### config.mk
export PLATFORM = sky130hd
export DESIGN_NAME = mux_16x1_rr_flat
export DESIGN_NICKNAME = d
export VERILOG_FILES = /design/src/rtl/mux_16x1_rr_if.sv /design/src/rtl/mux_16x1_rr.sv /design/src/flat_wrapper.sv
export SDC_FILE = /design/constraint.sdc
export NUM_CORES = 1
export LEC_CHECK = 0
export ABC_AREA = 1
export CELL_PAD_IN_SITES_DETAIL_PLACEMENT = 1
export CELL_PAD_IN_SITES_GLOBAL_PLACEMENT = 1
export CORE_ASPECT_RATIO = 2
export CORE_MARGIN = 1
export CORE_UTILIZATION = 37
export CTS_BUF_LIST = sky130_fd_sc_hd__clkbuf_16
export DETAILED_ROUTE_END_ITERATION = 8
export DONT_BUFFER_PORTS = 1
export GPL_TIMING_DRIVEN = 0
export PLACE_DENSITY_LB_ADDON = 0.12
export SETUP_SLACK_MARGIN = 0.5
export SYNTH_ARGS = -nofsm -noshare
export SYNTH_HDL_FRONTEND = slang
export SYNTH_SLANG_ARGS = --single-unit
### constraint.sdc
create_clock -name clk -period 4.1 [get_ports clk]
set_input_delay 0.205 -clock clk [delete_from_list [all_inputs] [get_ports clk]]
set_output_delay 0.205 -clock clk [all_outputs]
set_load 0.05 [all_outputs]
### src/rtl/mux_16x1_rr_if.sv
// Lane-side and output-side handshake bundle for the 16-to-1 round-robin collector.
// The master modport is the environment; the slave modport is the mux itself.
interface mux_16x1_rr_if #(
    parameter int unsigned DATA_W = 8
);
    logic [16*DATA_W-1:0] in_data;
    logic [15:0]          in_valid;
    logic [15:0]          in_ready;
    logic [DATA_W-1:0]    out_data;
    logic [3:0]           out_sel;
    logic                 out_valid;
    logic                 out_ready;

    modport master (
        output in_data,
        output in_valid,
        output out_ready,
        input  in_ready,
        input  out_data,
        input  out_sel,
        input  out_valid
    );

    modport slave (
        input  in_data,
        input  in_valid,
        input  out_ready,
        output in_ready,
        output out_data,
        output out_sel,
        output out_valid
    );
endinterface

### src/rtl/mux_16x1_rr.sv
// 16-to-1 collecting mux: round-robin arbitration over sixteen valid/ready lanes
// into a registered output stage that tags each word with its source lane index.
module mux_16x1_rr #(
    parameter int unsigned DATA_W = 8
) (
    input logic           clk,
    input logic           rst,
    mux_16x1_rr_if.slave  bus
);
    logic [3:0]        ptr_q, ptr_d;
    logic [3:0]        grant;
    logic [3:0]        idx;
    logic              found;
    logic              any_valid;
    logic              load;
    logic [DATA_W-1:0] data_q, data_d;
    logic [3:0]        sel_q, sel_d;
    logic              valid_q, valid_d;

    // Search starts at ptr and wraps; 4-bit index arithmetic gives the mod-16 wrap.
    always_comb begin
        grant = '0;
        found = 1'b0;
        idx   = '0;
        for (int k = 0; k < 16; k++) begin
            idx = ptr_q + 4'(k);
            if (!found && bus.in_valid[idx]) begin
                grant = idx;
                found = 1'b1;
            end
        end
    end

    assign any_valid = |bus.in_valid;
    assign load      = ~valid_q | bus.out_ready;

    // Held low during reset so no lane believes its word was taken.
    always_comb begin
        bus.in_ready = '0;
        if (!rst && load && any_valid) begin
            bus.in_ready[grant] = 1'b1;
        end
    end

    always_comb begin
        ptr_d   = ptr_q;
        data_d  = data_q;
        sel_d   = sel_q;
        valid_d = valid_q;
        if (load) begin
            valid_d = any_valid;
            if (any_valid) begin
                data_d = bus.in_data[grant*DATA_W +: DATA_W];
                sel_d  = grant;
                ptr_d  = grant + 4'd1;
            end
        end
    end

    always_ff @(posedge clk) begin
        if (rst) begin
            ptr_q   <= '0;
            data_q  <= '0;
            sel_q   <= '0;
            valid_q <= 1'b0;
        end else begin
            ptr_q   <= ptr_d;
            data_q  <= data_d;
            sel_q   <= sel_d;
            valid_q <= valid_d;
        end
    end

    assign bus.out_data  = data_q;
    assign bus.out_sel   = sel_q;
    assign bus.out_valid = valid_q;
endmodule
### src/flat_wrapper.sv
// flat-port wrapper written by rule: the top's interface ports become plain ports
module mux_16x1_rr_flat 
#(
    parameter int unsigned DATA_W = 8
)
  (clk, rst, bus_in_data, bus_in_valid, bus_out_ready, bus_in_ready, bus_out_data, bus_out_sel, bus_out_valid);
  mux_16x1_rr_if #(.DATA_W(DATA_W)) bus_i ();
  input logic clk;
  input logic rst;
  input wire logic [$bits(bus_i.in_data)-1:0] bus_in_data;
  input wire logic [$bits(bus_i.in_valid)-1:0] bus_in_valid;
  input wire logic [$bits(bus_i.out_ready)-1:0] bus_out_ready;
  output wire logic [$bits(bus_i.in_ready)-1:0] bus_in_ready;
  output wire logic [$bits(bus_i.out_data)-1:0] bus_out_data;
  output wire logic [$bits(bus_i.out_sel)-1:0] bus_out_sel;
  output wire logic [$bits(bus_i.out_valid)-1:0] bus_out_valid;
  assign bus_i.in_data = bus_in_data;
  assign bus_i.in_valid = bus_in_valid;
  assign bus_i.out_ready = bus_out_ready;
  assign bus_in_ready = bus_i.in_ready;
  assign bus_out_data = bus_i.out_data;
  assign bus_out_sel = bus_i.out_sel;
  assign bus_out_valid = bus_i.out_valid;
  mux_16x1_rr #(.DATA_W(DATA_W)) u_core (.clk(clk), .rst(rst), .bus(bus_i));
endmodule
==> results of run 1 <==
==> registers in the layout, indices dropped and copies added (netlist names) <==
name / flops
u_core.bus.out_data: 8
u_core.bus.out_sel: 4
u_core.bus.out_valid: 1
u_core.ptr_q: 4
==> worst min path at each step <==
stage	from	depth (start not counted)	slack [ns]	end
final	rst	1	0.02	u_core.ptr_q[0]
after global routing	rst	1	0.01	u_core.ptr_q[0]
after CTS	rst	1	0.02	u_core.bus.out_sel[3]
after detailed placement	rst	1	0.28	u_core.bus.out_sel[3]
after global placement	rst	1	0.27	u_core.ptr_q[0]
after floorplan	rst	1	0.27	u_core.ptr_q[0]
==> cells in the mapped netlist <==
library cell	n
buf_2	22
nand3_2	2
inv_1	42
nor2_2	5
a21oi_1	8
buf_4	5
a31oi_1	2
nor2_4	4
nor2_1	76
dfxtp_1	17
a211oi_1	1
clkbuf_1	4
nand4_4	2
nor3_1	2
buf_6	5
ha_1	11
nor4_1	4
and2_1	1
o21ai_1	6
nand2_4	1
xnor2_2	2
o21bai_1	2
o21ai_2	2
o21bai_2	1
nor2_8	2
nand2_1	332
xor2_1	3
nand4_1	5
o211ai_1	2
nand2_2	4
o21a_1	3
nand3b_1	1
nand3_1	187
nand4_2	1
inv_4	1
xnor2_1	2
o21ai_0	16
inv_2	5
==> repair_timing <==
item | 4_1_cts | 5_1_grt
buffers inserted | 44 | 16
endpoints found under the setup margin | 32 | 32
gates resized for setup | 141 | 69
cloned | 0 | 2
pin swaps | 51 | 58
==> through the flow <==
stage / setup slack [ns] / setup TNS [ns] / util / instances
finish: -0.214 / -3.93 / 0.566 / 994
global route: -0.303 / -6.75 / 0.566 / 994
CTS: -0.00998 / -0.0356 / 0.523 / 976
detailed placement: -0.793 / -16.61 / 0.429 / 928
global placement: -0.756 / -16.25 / 0.429 / 928
floorplan: 0.384 / 0 / - / 791
==> layout make-up <==
type | count | area [µm²] | share of cell area
Buffer | 36 | 387 | 0.0652
Clock buffer | 3 | 75.1 | 0.0127
Clock inverter | 1 | 3.75 | 0.000633
Inverter | 48 | 214 | 0.0361
Multi-Input combinational cell | 690 | 4160 | 0.701
Sequential cell | 17 | 352 | 0.0593
Tap cell | 137 | 171 | 0.0289
Timing Repair Buffer | 62 | 569 | 0.0961
==> metal layers <==
metal / vias to the layer above / global-route usage / share of wire
li1: 2705 / - / -
met1: 2798 / 0.349 / 0.30
met2: 322 / 0.730 / 0.57
met3: 121 / 0.0508 / 0.054
met4: 0 / 0.242 / 0.084
met5: - / 0 / 0
==> cell families after synthesis <==
kind of cell	count (synthesis)
xor+xnor	7
flops	17
fa+ha+maj	11
compound gates	43
simple gates	629
buf+inv	84
==> results.toml, run 1 <==
[status]
status = "complete, but fails checks"
violations = "setup timing"

[synthesis]
synthesis.area_mm2 = 0.00398
avgSynthCellArea_um2 = 5.03
yosysTopAreaCellShare = 0.313
synth-seq-cells = 17
synth_top_family_by_area = "simple AND/OR/NAND/NOR gates"
syn_nets = 949
synth_warnings = 0
synth-compound-area-share = 0.0631
synth_top_area_cell = "nand2_1"
synth_area_leaders = "nand2_1 (31%), nand3_1 (23%), dfxtp_1 (8.5%)"
synthAdderAreaFrac = 0.0346
seq_area_frac_synth = 0.0855
syn_inst = 791
synth_xor_area_frac = 0.0192
synthSimpleGateAreaFrac = 0.697
muxShareOfSynthArea = 0
synth.distinct_cells = 38

[clock_tree]
cts_htree_levels = 1
cts_buffers = 3
clock-root-buffer = "clkbuf_16"
clk_latency_ns = 0.25
clockBufferDepth = 2
hold_buffers = 0
clk_pin_slew_ns = 0.05
clkSinkCount = 17
cts_tree = "yes"

[timing]
hold_slack_ns = 0.0178
min_period_ns = 4.31
finalHoldViolCount = 0
rsz0062_at_grt = "yes"
fin_ws_ns = -0.214
final-max-slew-violation-count = 0
skew_ns = 0.00439
tightest_slew_ns = 1.05
fin_crit_sh = 1.05
finalSetupViolations = 25
relSlewSlack = 0.301
fmax_mhz = 232

[floorplan]
die_area_mm2 = 0.0112
ios = 176
die_w_um = 75.4
start_util = 0.380
std_cell_rows = 53
die_y_um = 149
core-area_mm2 = 0.0105

[cells_and_area]
fin_nets = 1016
synthToLayoutAreaGrowth_pct = 48.8
n_fill_cell = 1466
final_common_cell = "nand2_1"
antenna_cells = 0
layout_common_cells = "nand2_1 (269), nand3_1 (155), nand2_2 (50), buf_4 (50), nor2_1 (43)"
layout-drive-gt1-share = 0.333
design_area_mm2 = 0.00593

[global_route]
grt_max_degree = 12
grt_pass1_vias = 6149
grt_usage = 0.380
overflow = 0
antenna_found_initial = 0
grt_pass1_wl_um = 31500

[worst_setup_path]
crit_family = "simple AND/OR/NAND/NOR gates"
critPathCapture = "bus_in_ready[11]"
worstPathRequired_ns = 3.89
path_buf_inv = 5
path_max_fanout = 6
crit_path_frequent_cell = "nor2_4"
worstRegToRegCells = 30
cp_num_cells = 25
r2r-start = "u_core.ptr_q[1]"
critPathLaunchType = "register"
rrSetupSlack_ns = -0.15
cp-startpoint = "u_core.ptr_q[1]"
reg2reg_to = "u_core.bus.out_data[3]"
critPathMaxStageDelay_ns = 0.36
cp.arrival_ns = 4.11
slowest_stage = "dfxtp_4"
criticalPathCategory = "reg -> out"
endpoint_kind = "output port"

[route]
first_iter_violations = 227
drt.antenna.violating_nets = 0
wl_per_cell_um = 22.3
drt_wl_total_um = 22200
vias = 5946
via_per_inst = 5.98
dr.pass1.iters = 5
drc_errors = 0

[placement]
post_dp_cell_area_mm2 = 0.00450
port_buffers = 0
gp_congestion = 0.966
dp.final_hpwl_um = 15500

[job]
maxCapViolCount = 0

[hold_path]
hold_path.class = "in -> reg"
Power of run 1 is not shown: default switching activity piles up to over one toggle a cycle in this logic, so the estimate is an artifact.
==> inputs of run 2 (changes only) <==
--- a/config.mk
+++ b/config.mk
@@ -14,7 +14,6 @@
 export CTS_BUF_LIST = sky130_fd_sc_hd__clkbuf_16
 export DETAILED_ROUTE_END_ITERATION = 8
 export DONT_BUFFER_PORTS = 1
-export GPL_TIMING_DRIVEN = 0
 export PLACE_DENSITY_LB_ADDON = 0.12
 export SETUP_SLACK_MARGIN = 0.5
 export SYNTH_ARGS = -nofsm -noshare
==> run 2 against run 1 <==
Critical path depth down 1. Sequential cell count unchanged. First-iteration DRC count up 14%. Worst hold slack worse by 0.0057 ns. Clock skew down 0.0032 ns. Routed wire length down 2.0%. Die area unchanged. Global-route usage up 2.2 points. Fmax up 10%. Highest routed layer unchanged. Sequential share of layout area about the same. Clock-buffer cell count unchanged. Utilization down 0.37 points. The flow now finishes without violations.
==> results.toml, run 2 (synthesized netlist as in run 1, its figures left out) <==
[timing]
finalHoldViolCount = 0
skew_ns = 0.00117
relSlewSlack = 0.207
fin_crit_sh = 0.956
rsz0062_at_grt = "yes"
fmax_mhz = 255
final-max-slew-violation-count = 0
fin_setup_tns_ns = 0
finalSetupViolations = 0
min_period_ns = 3.92
tightest_slew_ns = 1.19

[floorplan]
die_y_um = 149
core-area_mm2 = 0.0105
std_cell_rows = 53
start_util = 0.380
die_area_mm2 = 0.0112
ios = 176
die_w_um = 75.4

[cells_and_area]
layout_common_cells = "nand2_1 (313), nand3_1 (161), buf_4 (71)"
final_common_cell = "nand2_1"
synthToLayoutAreaGrowth_pct = 47.8
fin_util = 0.562
antenna_cells = 0
layout-drive-gt1-share = 0.273
fin_nets = 1023
largest_reg_flops = 8
n_fill_cell = 1468

[worst_setup_path]
path_max_fanout = 7
critPathLaunchType = "register"
cp.arrival_ns = 3.71
worstPathRequired_ns = 3.89
endpoint_kind = "output port"
criticalPathCategory = "reg -> out"
worstRegToRegCells = 27

[placement]
port_buffers = 0
dp.final_hpwl_um = 16000
gp_congestion = 0.943

[route]
wl_per_cell_um = 21.7
dr.pass1.iters = 5
vias = 5873
drc_errors = 0
first_iter_violations = 258
via_per_inst = 5.87
drt_wl_total_um = 21800
drt.antenna.violating_nets = 0

[clock_tree]
cts_htree_levels = 1
clk_pin_slew_ns = 0.05
clockBufferDepth = 2
cts_buffers = 3
clock-root-buffer = "clkbuf_16"
cts_tree = "yes"
clk_latency_ns = 0.25
clkSinkCount = 17

[job]
maxCapViolCount = 0

[hold_path]
hold_depth = 1
hold_path.class = "in -> reg"

[global_route]
grt_max_degree = 41
overflow = 0
grt_pass1_wl_um = 33000
antenna_found_initial = 0
grt_pass1_vias = 6353
grt_usage = 0.402

[status]
status = "completed"
## run 2: cell types whose count changed in the layout (fill, tap and decap cells not counted), sizes merged
cell      change
buf          +11
clkbuf        -6
clkinvlp      -3
bufbuf        +2
inv           +2
clkinv        +1
## run 2: worst paths after layout
| check | from | endpoint | slack [ns] |
|---|---|---|---|
| setup reg to reg | u_core.ptr_q[1] | u_core.bus.out_data[1] | 0.22 |
| hold reg to reg | u_core.ptr_q[1] | u_core.ptr_q[1] | 0.66 |
| setup / recovery | u_core.ptr_q[1] | bus_in_ready[10] | 0.18 |
| hold / removal | rst | u_core.bus.out_sel[3] | 0.01 |
## run 2: metal layers
metal | share of wire | GRT usage
met5 | 0 | 0
met4 | 0.089 | 0.338
met3 | 0.065 | 0.123
met2 | 0.56 | 0.738
met1 | 0.29 | 0.322
## run 2: critical path, cell delays in order, from the launching register on
cell	delay (ns)
dfxtp_4	0.39
inv_6	0.06
ha_4	0.33
buf_6	0.15
nand3_4	0.12
nand3_2	0.11
nand2_2	0.06
nand2_2	0.09
nand2_4	0.07
nor2_8	0.12
nand4_4	0.11
nor2_8	0.12
nand4_4	0.10
nor2_4	0.19
nand4_4	0.14
nor2_4	0.19
nand2_4	0.12
nand2_4	0.12
nor2_4	0.05
nor2_4	0.10
buf_12	0.13
ha_4	0.15
nand2_8	0.08
nor2_4	0.20
buf_12	0.15
## run 2: area by class of cell
cell class                      count  area (µm²)  area share
Timing Repair Buffer              105        1180       0.201
Clock inverter                      1        5.00    0.000850
Clock buffer                        3        75.1      0.0127
Multi-Input combinational cell    690        3900       0.663
Tap cell                          137         171      0.0291
Sequential cell                    17         352      0.0597
Inverter                           48         203      0.0344
## run 2: repair_timing
| item | in CTS | in global routing |
|---|---|---|
| hold buffers | 0 | 0 |
| pin swaps | 32 | 16 |
| resized for setup | 82 | 23 |
| setup buffers | 42 | 5 |
| endpoints found under the setup margin | 31 | 30 |
| gates cloned | 2 | 0 |
## run 2: stage by stage
| step | instance area (µm²) | hold WS, ns | instances | setup slack (ns) |
|---|---|---|---|---|
| after floorplan | 4320 | 0.270 | 791 | 0.384 |
| after global placement | 4920 | 0.274 | 948 | 0.0453 |
| after detailed placement | 4920 | 0.277 | 948 | -0.110 |
| after CTS | 5740 | 0.0137 | 996 | 0.266 |
| after global routing | 5890 | 0.0147 | 1001 | -0.0223 |
| final | 5890 | 0.0121 | 1001 | 0.180 |
Power of run 2 is left out for the same reason.
